[config.mk]
export PLATFORM = sky130hd
export DESIGN_NAME = prt_riscv_cpu_wb
export DESIGN_NICKNAME = d
export VERILOG_FILES = /design/src/rtl/prt_riscv_cpu_wb.sv
export SDC_FILE = /design/constraint.sdc
export NUM_CORES = 1
export LEC_CHECK = 0
export ABC_AREA = 1
export CORE_MARGIN = 1.5
export CORE_UTILIZATION = 51
export CTS_BUF_LIST = sky130_fd_sc_hd__clkbuf_16
export CTS_CLUSTER_SIZE = 28
export DETAILED_ROUTE_END_ITERATION = 10
export PLACE_DENSITY = 0.89
export SLEW_MARGIN = 20
export SYNTH_ARGS = -nofsm -noshare
export SYNTH_HDL_FRONTEND = slang
export SYNTH_SLANG_ARGS = --single-unit
[constraint.sdc]
create_clock -name CLK_IN -period 3.8 [get_ports CLK_IN]
set_input_delay 0.38 -clock CLK_IN [delete_from_list [all_inputs] [get_ports CLK_IN]]
set_output_delay 0.38 -clock CLK_IN [all_outputs]
set_load 0.005 [all_outputs]
[src/rtl/prt_riscv_cpu_wb.sv]
// prt_riscv_cpu_wb: RISC-V writeback stage. It formats load data, arbitrates load and ALU results
//   onto the single register-file write port, and tracks the one outstanding load for stall/forwarding.
// Latency: ALU accept or LD_VLD_IN in cycle n gives RD_* in cycle n+1. An ALU result that collides
//   with a load response is skidded and written at n+2 or later.
// Backpressure: ALU_RDY_OUT drops while the skid register is full or the ALU would overwrite the
//   pending load's destination. LD_REQ_RDY_OUT drops while a load is outstanding.
// Ports: CLK_IN/RST_IN (async active-low); ALU_* result channel; LD_REQ_* load issue; LD_DAT_IN/LD_VLD_IN
//   load response; RS1/RS2_IDX_IN decode sources; STALL_OUT, RSx_FWD_OUT, FWD_DAT_OUT hazard outputs;
//   RD_IDX_OUT/RD_DAT_OUT/RD_WR_OUT register-file write port.
module prt_riscv_cpu_wb #(
  parameter int P_IDX = 4
) (
  input  logic             CLK_IN,
  input  logic             RST_IN,
  input  logic [P_IDX-1:0] ALU_IDX_IN,
  input  logic [31:0]      ALU_DAT_IN,
  input  logic             ALU_VLD_IN,
  output logic             ALU_RDY_OUT,
  input  logic             LD_REQ_IN,
  input  logic [P_IDX-1:0] LD_REQ_IDX_IN,
  input  logic [2:0]       LD_REQ_F3_IN,
  input  logic [1:0]       LD_REQ_LSB_IN,
  output logic             LD_REQ_RDY_OUT,
  input  logic [31:0]      LD_DAT_IN,
  input  logic             LD_VLD_IN,
  input  logic [P_IDX-1:0] RS1_IDX_IN,
  input  logic [P_IDX-1:0] RS2_IDX_IN,
  output logic             STALL_OUT,
  output logic             RS1_FWD_OUT,
  output logic             RS2_FWD_OUT,
  output logic [31:0]      FWD_DAT_OUT,
  output logic [P_IDX-1:0] RD_IDX_OUT,
  output logic [31:0]      RD_DAT_OUT,
  output logic             RD_WR_OUT
);

  // Outstanding load
  logic             pending;
  logic [P_IDX-1:0] ld_idx;
  logic [2:0]       ld_f3;
  logic [1:0]       ld_lsb;

  // One-entry skid for an ALU result displaced by a load response
  logic             skid_full;
  logic [P_IDX-1:0] skid_idx;
  logic [31:0]      skid_dat;

  // Registered write port
  logic             rd_wr;
  logic [P_IDX-1:0] rd_idx;
  logic [31:0]      rd_dat;

  logic             ld_resp;
  logic             ld_acc;
  logic             alu_acc;
  logic             alu_waw;
  logic             ld_hit;
  logic             skid_hit;
  logic [7:0]       ld_byte;
  logic [15:0]      ld_half;
  logic [31:0]      ld_fmt;

  // A response with no load outstanding is stray and dropped
  assign ld_resp = LD_VLD_IN && pending;
  assign ld_acc  = LD_REQ_IN && !pending;

  // The ALU must not retire to the pending load's destination ahead of the older load
  assign alu_waw = pending && (ALU_IDX_IN == ld_idx) && (ld_idx != '0);

  assign ALU_RDY_OUT    = !skid_full && !alu_waw;
  assign alu_acc        = ALU_VLD_IN && ALU_RDY_OUT;
  assign LD_REQ_RDY_OUT = !pending;

  // Pending stays set through the response cycle, so the stall covers that cycle as well.
  // Forwarding then takes over in the write cycle.
  assign ld_hit   = pending && (ld_idx != '0) &&
                    ((RS1_IDX_IN == ld_idx) || (RS2_IDX_IN == ld_idx));
  assign skid_hit = skid_full && (skid_idx != '0) &&
                    ((RS1_IDX_IN == skid_idx) || (RS2_IDX_IN == skid_idx));
  assign STALL_OUT = ld_hit || skid_hit;

  // The register file returns pre-write data in its write cycle, so bypass it
  assign RS1_FWD_OUT = rd_wr && (rd_idx == RS1_IDX_IN) && (RS1_IDX_IN != '0);
  assign RS2_FWD_OUT = rd_wr && (rd_idx == RS2_IDX_IN) && (RS2_IDX_IN != '0);
  assign FWD_DAT_OUT = rd_dat;

  assign RD_WR_OUT  = rd_wr;
  assign RD_IDX_OUT = rd_idx;
  assign RD_DAT_OUT = rd_dat;

  // Load formatting. The lane is selected by the address bits latched at issue.
  always_comb begin
    ld_byte = LD_DAT_IN[7:0];
    case (ld_lsb)
      2'd0:    ld_byte = LD_DAT_IN[7:0];
      2'd1:    ld_byte = LD_DAT_IN[15:8];
      2'd2:    ld_byte = LD_DAT_IN[23:16];
      default: ld_byte = LD_DAT_IN[31:24];
    endcase
    ld_half = ld_lsb[1] ? LD_DAT_IN[31:16] : LD_DAT_IN[15:0];
    case (ld_f3)
      3'b000:  ld_fmt = {{24{ld_byte[7]}}, ld_byte};
      3'b100:  ld_fmt = {24'd0, ld_byte};
      3'b001:  ld_fmt = {{16{ld_half[15]}}, ld_half};
      3'b101:  ld_fmt = {16'd0, ld_half};
      default: ld_fmt = LD_DAT_IN;
    endcase
  end

  always_ff @(posedge CLK_IN or negedge RST_IN) begin
    if (!RST_IN) begin
      pending   <= 1'b0;
      ld_idx    <= '0;
      ld_f3     <= '0;
      ld_lsb    <= '0;
      skid_full <= 1'b0;
      skid_idx  <= '0;
      skid_dat  <= '0;
      rd_wr     <= 1'b0;
      rd_idx    <= '0;
      rd_dat    <= '0;
    end else begin
      // Accept and response are exclusive because accept requires !pending
      if (ld_acc) begin
        pending <= 1'b1;
        ld_idx  <= LD_REQ_IDX_IN;
        ld_f3   <= LD_REQ_F3_IN;
        ld_lsb  <= LD_REQ_LSB_IN;
      end else if (ld_resp) begin
        pending <= 1'b0;
      end

      // Priority: load response, then skid entry, then a fresh ALU result.
      // Index 0 is consumed but never strobed.
      rd_wr <= 1'b0;
      if (ld_resp) begin
        rd_wr  <= (ld_idx != '0);
        rd_idx <= ld_idx;
        rd_dat <= ld_fmt;
        if (alu_acc) begin
          skid_full <= 1'b1;
          skid_idx  <= ALU_IDX_IN;
          skid_dat  <= ALU_DAT_IN;
        end
      end else if (skid_full) begin
        // alu_acc is impossible here because ALU_RDY_OUT is low while the skid register is full
        rd_wr     <= (skid_idx != '0);
        rd_idx    <= skid_idx;
        rd_dat    <= skid_dat;
        skid_full <= 1'b0;
      end else if (alu_acc) begin
        rd_wr  <= (ALU_IDX_IN != '0);
        rd_idx <= ALU_IDX_IN;
        rd_dat <= ALU_DAT_IN;
      end
    end
  end

endmodule

==> results of run 1 <==
-- flip-flops by register name, summed over array words and instances (netlist names) --
register and count:
FWD_DAT_OUT 32, ld_idx 4, pending 1, RD_WR_OUT 1
ld_lsb 2, skid_idx 4, ld_f3 3, skid_full 1
skid_dat 32, RD_IDX_OUT 4
-- report_power, final --
group          total, W  switching (W)  internal [W]  leakage [nW]
logic           0.00135       0.000649      0.000699          2.17
clock network  0.000949       0.000376      0.000573         0.148
registers       0.00138       0.000224       0.00115          1.02
total           0.00367        0.00125       0.00242          3.34
-- layout make-up --
| type | instances | area, um2 | area share (%) |
|---|---|---|---|
| Clock buffer | 9 | 225 | 3.24 |
| Clock inverter | 6 | 88.8 | 1.28 |
| Multi-Input combinational cell | 563 | 2570 | 36.9 |
| Timing Repair Buffer | 169 | 1680 | 24.1 |
| Sequential cell | 84 | 2100 | 30.2 |
| Inverter | 34 | 128 | 1.83 |
| Tap cell | 133 | 166 | 2.39 |
-- critical path: stages (launching register included) --
cell	delay, ps
dfrtp_1	350
clkinv_1	510
a31oi_1	430
nand2_1	90
nand2_1	70
clkdlybuf4s50_1	500
-- metrics by stage --
stage / power (W) / std cells / area [um2] / hold WS [ps] / util (%)
floorplan: 0.00213 / 753 / 5250 / 84.4 / -
global placement: 0.00269 / 983 / 6640 / 447 / 67.3
detailed placement: 0.00273 / 983 / 6640 / 454 / 67.3
CTS: 0.00367 / 998 / 6950 / 273 / 70.5
global route: 0.00389 / 998 / 6960 / 150 / 70.5
finish: 0.00367 / 998 / 6960 / 83.5 / 70.5
-- cell usage after synthesis (2+ instances only) --
master	number	area, um2
clkbuf_1	18	67.6
nand3_1	50	250
nand3_4	2	35.0
inv_2	7	26.3
nand2_1	318	1190
nand3_2	11	110
inv_1	26	97.6
dfrtp_1	84	2100
a21oi_1	49	245
xor2_1	4	35.0
nor2_1	50	188
o211ai_1	8	60.1
buf_6	5	56.3
buf_4	35	263
a21oi_2	2	17.5
buf_2	12	60.1
o21ai_0	38	190
xnor2_1	13	114
nand4_1	8	50.1
-- kinds of logic after synthesis --
group,count (synthesis),share of synthesized area [%]
AOI/OAI and AO/OA,102,10.4
xor gates and xnor gates,17,2.84
buffers and inverters,106,11.1
DFF,84,40.0
and+or+nand+nor,444,35.6
-- worst max-delay path by stage --
stage,to,cells after the start,startpoint,slack [ps]
after floorplan,STALL_OUT,5,skid_full,2360
after CTS,STALL_OUT,5,skid_full,1170
after global placement,FWD_DAT_OUT[30],11,ALU_IDX_IN[3],1220
after detailed placement,FWD_DAT_OUT[27],11,ALU_IDX_IN[3],1120
after global routing,STALL_OUT,5,skid_full,1080
final,STALL_OUT,5,skid_full,1140
-- routing by layer --
layer,wire length (um),up-vias,global-route usage [%],share of wire [%]
met5,0,-,0,0
met4,427,0,10.6,2.7
met3,1460,35,5.89,9.3
met2,7420,317,48.2,47
met1,6400,2417,38.9,41
li1,-,2590,-,-
==> flow_metrics.tcl, run 1 <==
set metrics [dict create \
    timing_hold_violations_final 0 \
    die_x_um 104 \
    post_cts_resized 0 \
    cap_violations 0 \
    place_ws_ps 1120 \
    yosys_most_used_dff "dfrtp_1" \
    ys_seq_elements 84 \
    final_cell_mix "nand2_1, clkdlybuf4s50_1, dfrtp_1, nor2_1, nand3_1" \
    worst-r2r-setup-slack_ps 1400 \
    htree_levels 3 \
    drt-initial-drc-count 468 \
    drtAntennaViolNets 0 \
    setup_tns_ps 0 \
    num_rows 36 \
    gr-total-overflow 0 \
    synth-edff-count 0 \
    post-cts-setup-buffer-count 0 \
    p_leak_nw 3.34 \
    route.detailed.drc 0 \
    drive_gt1_share_pct 5.55 \
    wl_per_cell_um 15.7 \
    layout_commonest_cell "nand2_1" \
    yosysSeqAreaShare_pct 40.0 \
    grt_antenna_before_repair 0 \
    netlist_instances 753 \
    die_area_um2 10900 \
    vdd_ir_drop_max_uv 298 \
    gp_congestion 0.898 \
    critPathArrivalTime_ps 2280 \
    io_pins 164 \
    reg2reg_to "FWD_DAT_OUT[27]" \
    io_buffer_count 163 \
    setup_violations 0 \
    dp_hpwl_um 10900 \
    r2r-start "skid_full" \
    first_pass_iters 5 \
    cts.path.max_buffers 2 \
    power_density_nw_per_um2 528 \
    synth-async-reset-ratio_pct 100 \
    postCtsHoldBufs 0 \
    grt_usage_pct 29.6 \
    maxSlewViolCount 0 \
    synthDistinctLibCells 32 \
    outcome "completed" \
    start_util_pct 53.2 \
    clock_tree.root_cell "clkbuf_16" \
    cts.sinks 84 \
    grt_setup_unrepaired "no" \
    clk_latency_ps 340 \
    fin_crit_sh_pct 70.0 \
    reg2reg_depth 6 \
    wirelength_um 15700 \
    fin_skew_ps 6.55 \
    grt_pass1_vias 5089 \
    n_fill_cell 784 \
    end_kind "primary output" \
    core_um2 9860 \
    yosys_warnings 0 \
    diodes 0 \
    synth_area_um2 5250 \
    vias_per_cell 5.37 \
    syn_avg_cell_area_um2 6.97 \
    critical_path_class "flip-flop to primary output" \
    cts_tree "done" \
    layout_setup_ws_ps 1140 \
    fmax_mhz 376 \
    vias 5359 \
    start_kind "flip-flop" \
    syn-num-nets 843 \
    max_slew_margin_pct 39.0 \
    tightest_slew_ps 912 \
    nNetsFinal 951 \
    grt_pass1_wl_um 25500 \
    grt_max_degree 85 \
    cp_max_fo 19 \
    die_y_um 104 \
    min_period_ps 2660 \
    hold_path_class "primary input to asynchronous set/reset pin" \
    path_clk_slew_ps 70 \
    cts_inserted_buffers 9 \
    areaGrowthSynthToFinish_pct 32.5 \
    critPathRequiredTime_ps 3420 \
]
(Power assumes the default switching activity.)
==> inputs of run 2 (changes only) <==
- CORE_UTILIZATION: 51 -> 48
- PLACE_DENSITY: 0.89 -> 0.84
- clock period: 3.8 -> 2.8 ns (I/O delays scaled with it)
==> run 2 against run 1 <==
Hold slack better by 370 ps. Die area increased by 6.1%. Sequential cell count is the same. Combinational power grew 36%. Worst setup slack got worse by 590 ps. Total power rose by 31%. Register-to-register slack worse by 510 ps.
==> flow_metrics.tcl, run 2 (same netlist as run 1, synthesis figures left out) <==
set metrics [dict create \
    fmax_mhz 445 \
    p_leak_nw 3.36 \
    outcome "completed" \
    start_util_pct 48.9 \
    critical_path_class "primary input to primary output" \
    critPathMostFrequentCell "clkdlybuf4s50_1" \
    cap_violations 0 \
    cts.path.max_buffers 2 \
    start_kind "primary input" \
    r2r-start "ld_idx[1]" \
    slowest_delay_ps 600 \
    vias_per_cell 5.32 \
    multi_input_area_um2 2570 \
    n_fill_cell 971 \
    drtAntennaViolNets 0 \
    nNetsFinal 957 \
    vias 5384 \
    areaGrowthSynthToFinish_pct 33.2 \
    drive_gt1_share_pct 6.19 \
    die_y_um 108 \
    clock_tree.root_cell "clkbuf_16" \
    worst-r2r-setup-slack_ps 890 \
    layout_commonest_cell "nand2_1" \
    cts_tree "done" \
    maxSlewViolCount 0 \
    grt_setup_unrepaired "no" \
    cp_max_fo 5 \
    grt_usage_pct 27.8 \
    route.detailed.drc 0 \
    first_pass_iters 5 \
    postCtsHoldBufs 1 \
    max_slew_margin_pct 57.4 \
    setup_violations 0 \
    wirelength_um 15600 \
    critPathRequiredTime_ps 2520 \
    post-cts-setup-buffer-count 0 \
    dp_cells 995 \
    cts_inserted_buffers 9 \
    setup_tns_ps 0 \
    dp_hpwl_um 11000 \
    htree_levels 3 \
    cp_cell_sequence "clkdlybuf4s50_1, nor3_1, o21bai_1, nor4b_1, clkdlybuf4s50_1" \
    tightest_slew_ps 638 \
    io_buffer_count 163 \
    ff_latch_area_um2 2100 \
    path_clk_slew_ps 70 \
    diodes 0 \
    timing_hold_violations_final 0 \
    post_cts_resized 0 \
    gr-total-overflow 0 \
    cts.sinks 84 \
    reg2reg_depth 8 \
    clk_latency_ps 340 \
    fin_crit_sh_pct 80.3 \
    grt_antenna_before_repair 0 \
    slowest_stage "clkdlybuf4s50_1" \
    power_density_nw_per_um2 689 \
    min_period_ps 2250 \
    drt-initial-drc-count 426 \
    num_rows 38 \
    wl_per_cell_um 15.4 \
    fin_skew_ps 8.42 \
    final_cells 1012 \
    grt_pass1_wl_um 25100 \
    gp_congestion 0.893 \
    reg2reg_to "FWD_DAT_OUT[20]" \
    hold_path_class "primary input to asynchronous set/reset pin" \
    die_x_um 108 \
    grt_max_degree 52 \
    grt_pass1_vias 5104 \
    critPathArrivalTime_ps 1970 \
    die_area_um2 11600 \
    final_cell_mix "nand2_1, clkdlybuf4s50_1, dfrtp_1, nor2_1, nand3_1" \
    core_um2 10700 \
    vdd_ir_drop_max_uv 328 \
    end_kind "primary output" \
    io_pins 164 \
]
[run 2: changes by cell type in the layout (fill, tap and decap cells not counted)]
| cell | previous run | this run |
|---|---|---|
| buf_4 | 6 | 10 |
| clkinv_2 | 1 | 2 |
| dlygate4sd3_1 | 0 | 1 |
| inv_6 | 1 | 2 |
| buf_6 | 1 | 0 |
| clkinv_4 | 0 | 1 |
| bufinv_16 | 2 | 0 |
| buf_12 | 0 | 2 |
[run 2: layout make-up]
class                           count  area share (%)
Multi-Input combinational cell    563            36.7
Timing Repair Buffer              175            25.0
Clock buffer                        9            3.22
Tap cell                          140            2.50
Inverter                           34            1.82
Clock inverter                      7           0.733
Sequential cell                    84            30.0
[run 2: critical path: cells and delay by family]
family / cells / cell delay [ps]
and+or+nand+nor: 2 / 340
AOI/OAI and AO/OA: 1 / 180
buffers and inverters: 2 / 1160
[run 2: layer usage]
metal	up-vias	global-route usage (%)	share of wire, %	wire, um
met2	271	45.3	47	7380
li1	2601	-	-	-
met1	2484	36.8	42	6500
met5	-	0	0	0
met3	28	5.69	8.6	1340
met4	0	9.87	2.2	342
[run 2: report_power, final]
part / leakage [nW] / switching, W / internal (W)
clock network: 0.132 / 0.000509 / 0.000606
logic: 2.21 / 0.000877 / 0.000961
registers: 1.02 / 0.000305 / 0.00156
total: 3.36 / 0.00169 / 0.00313
[run 2: metrics by stage]
step / hold WS (ps) / setup WS, ps / cell area, um2 / utilization [%] / power [W]
finish: 458 / 551 / 7000 / 65.1 / 0.00482
global route: 482 / 465 / 7000 / 65.1 / 0.00515
CTS: 468 / 567 / 7000 / 65.1 / 0.00483
detailed placement: 285 / 567 / 6710 / 62.4 / 0.00371
global placement: 279 / 576 / 6710 / 62.4 / 0.00366
floorplan: -15.6 / 1360 / 5250 / - / 0.00290
[run 2: worst max path at each step]
stage                        from              end  cells past startpoint
floorplan               ld_idx[1]  FWD_DAT_OUT[28]                      9
global placement    RS1_IDX_IN[0]      RS1_FWD_OUT                      5
detailed placement  RS1_IDX_IN[0]      RS1_FWD_OUT                      5
CTS                 RS1_IDX_IN[0]      RS1_FWD_OUT                      5
global route        RS1_IDX_IN[0]      RS1_FWD_OUT                      5
finish              RS1_IDX_IN[0]      RS1_FWD_OUT                      5
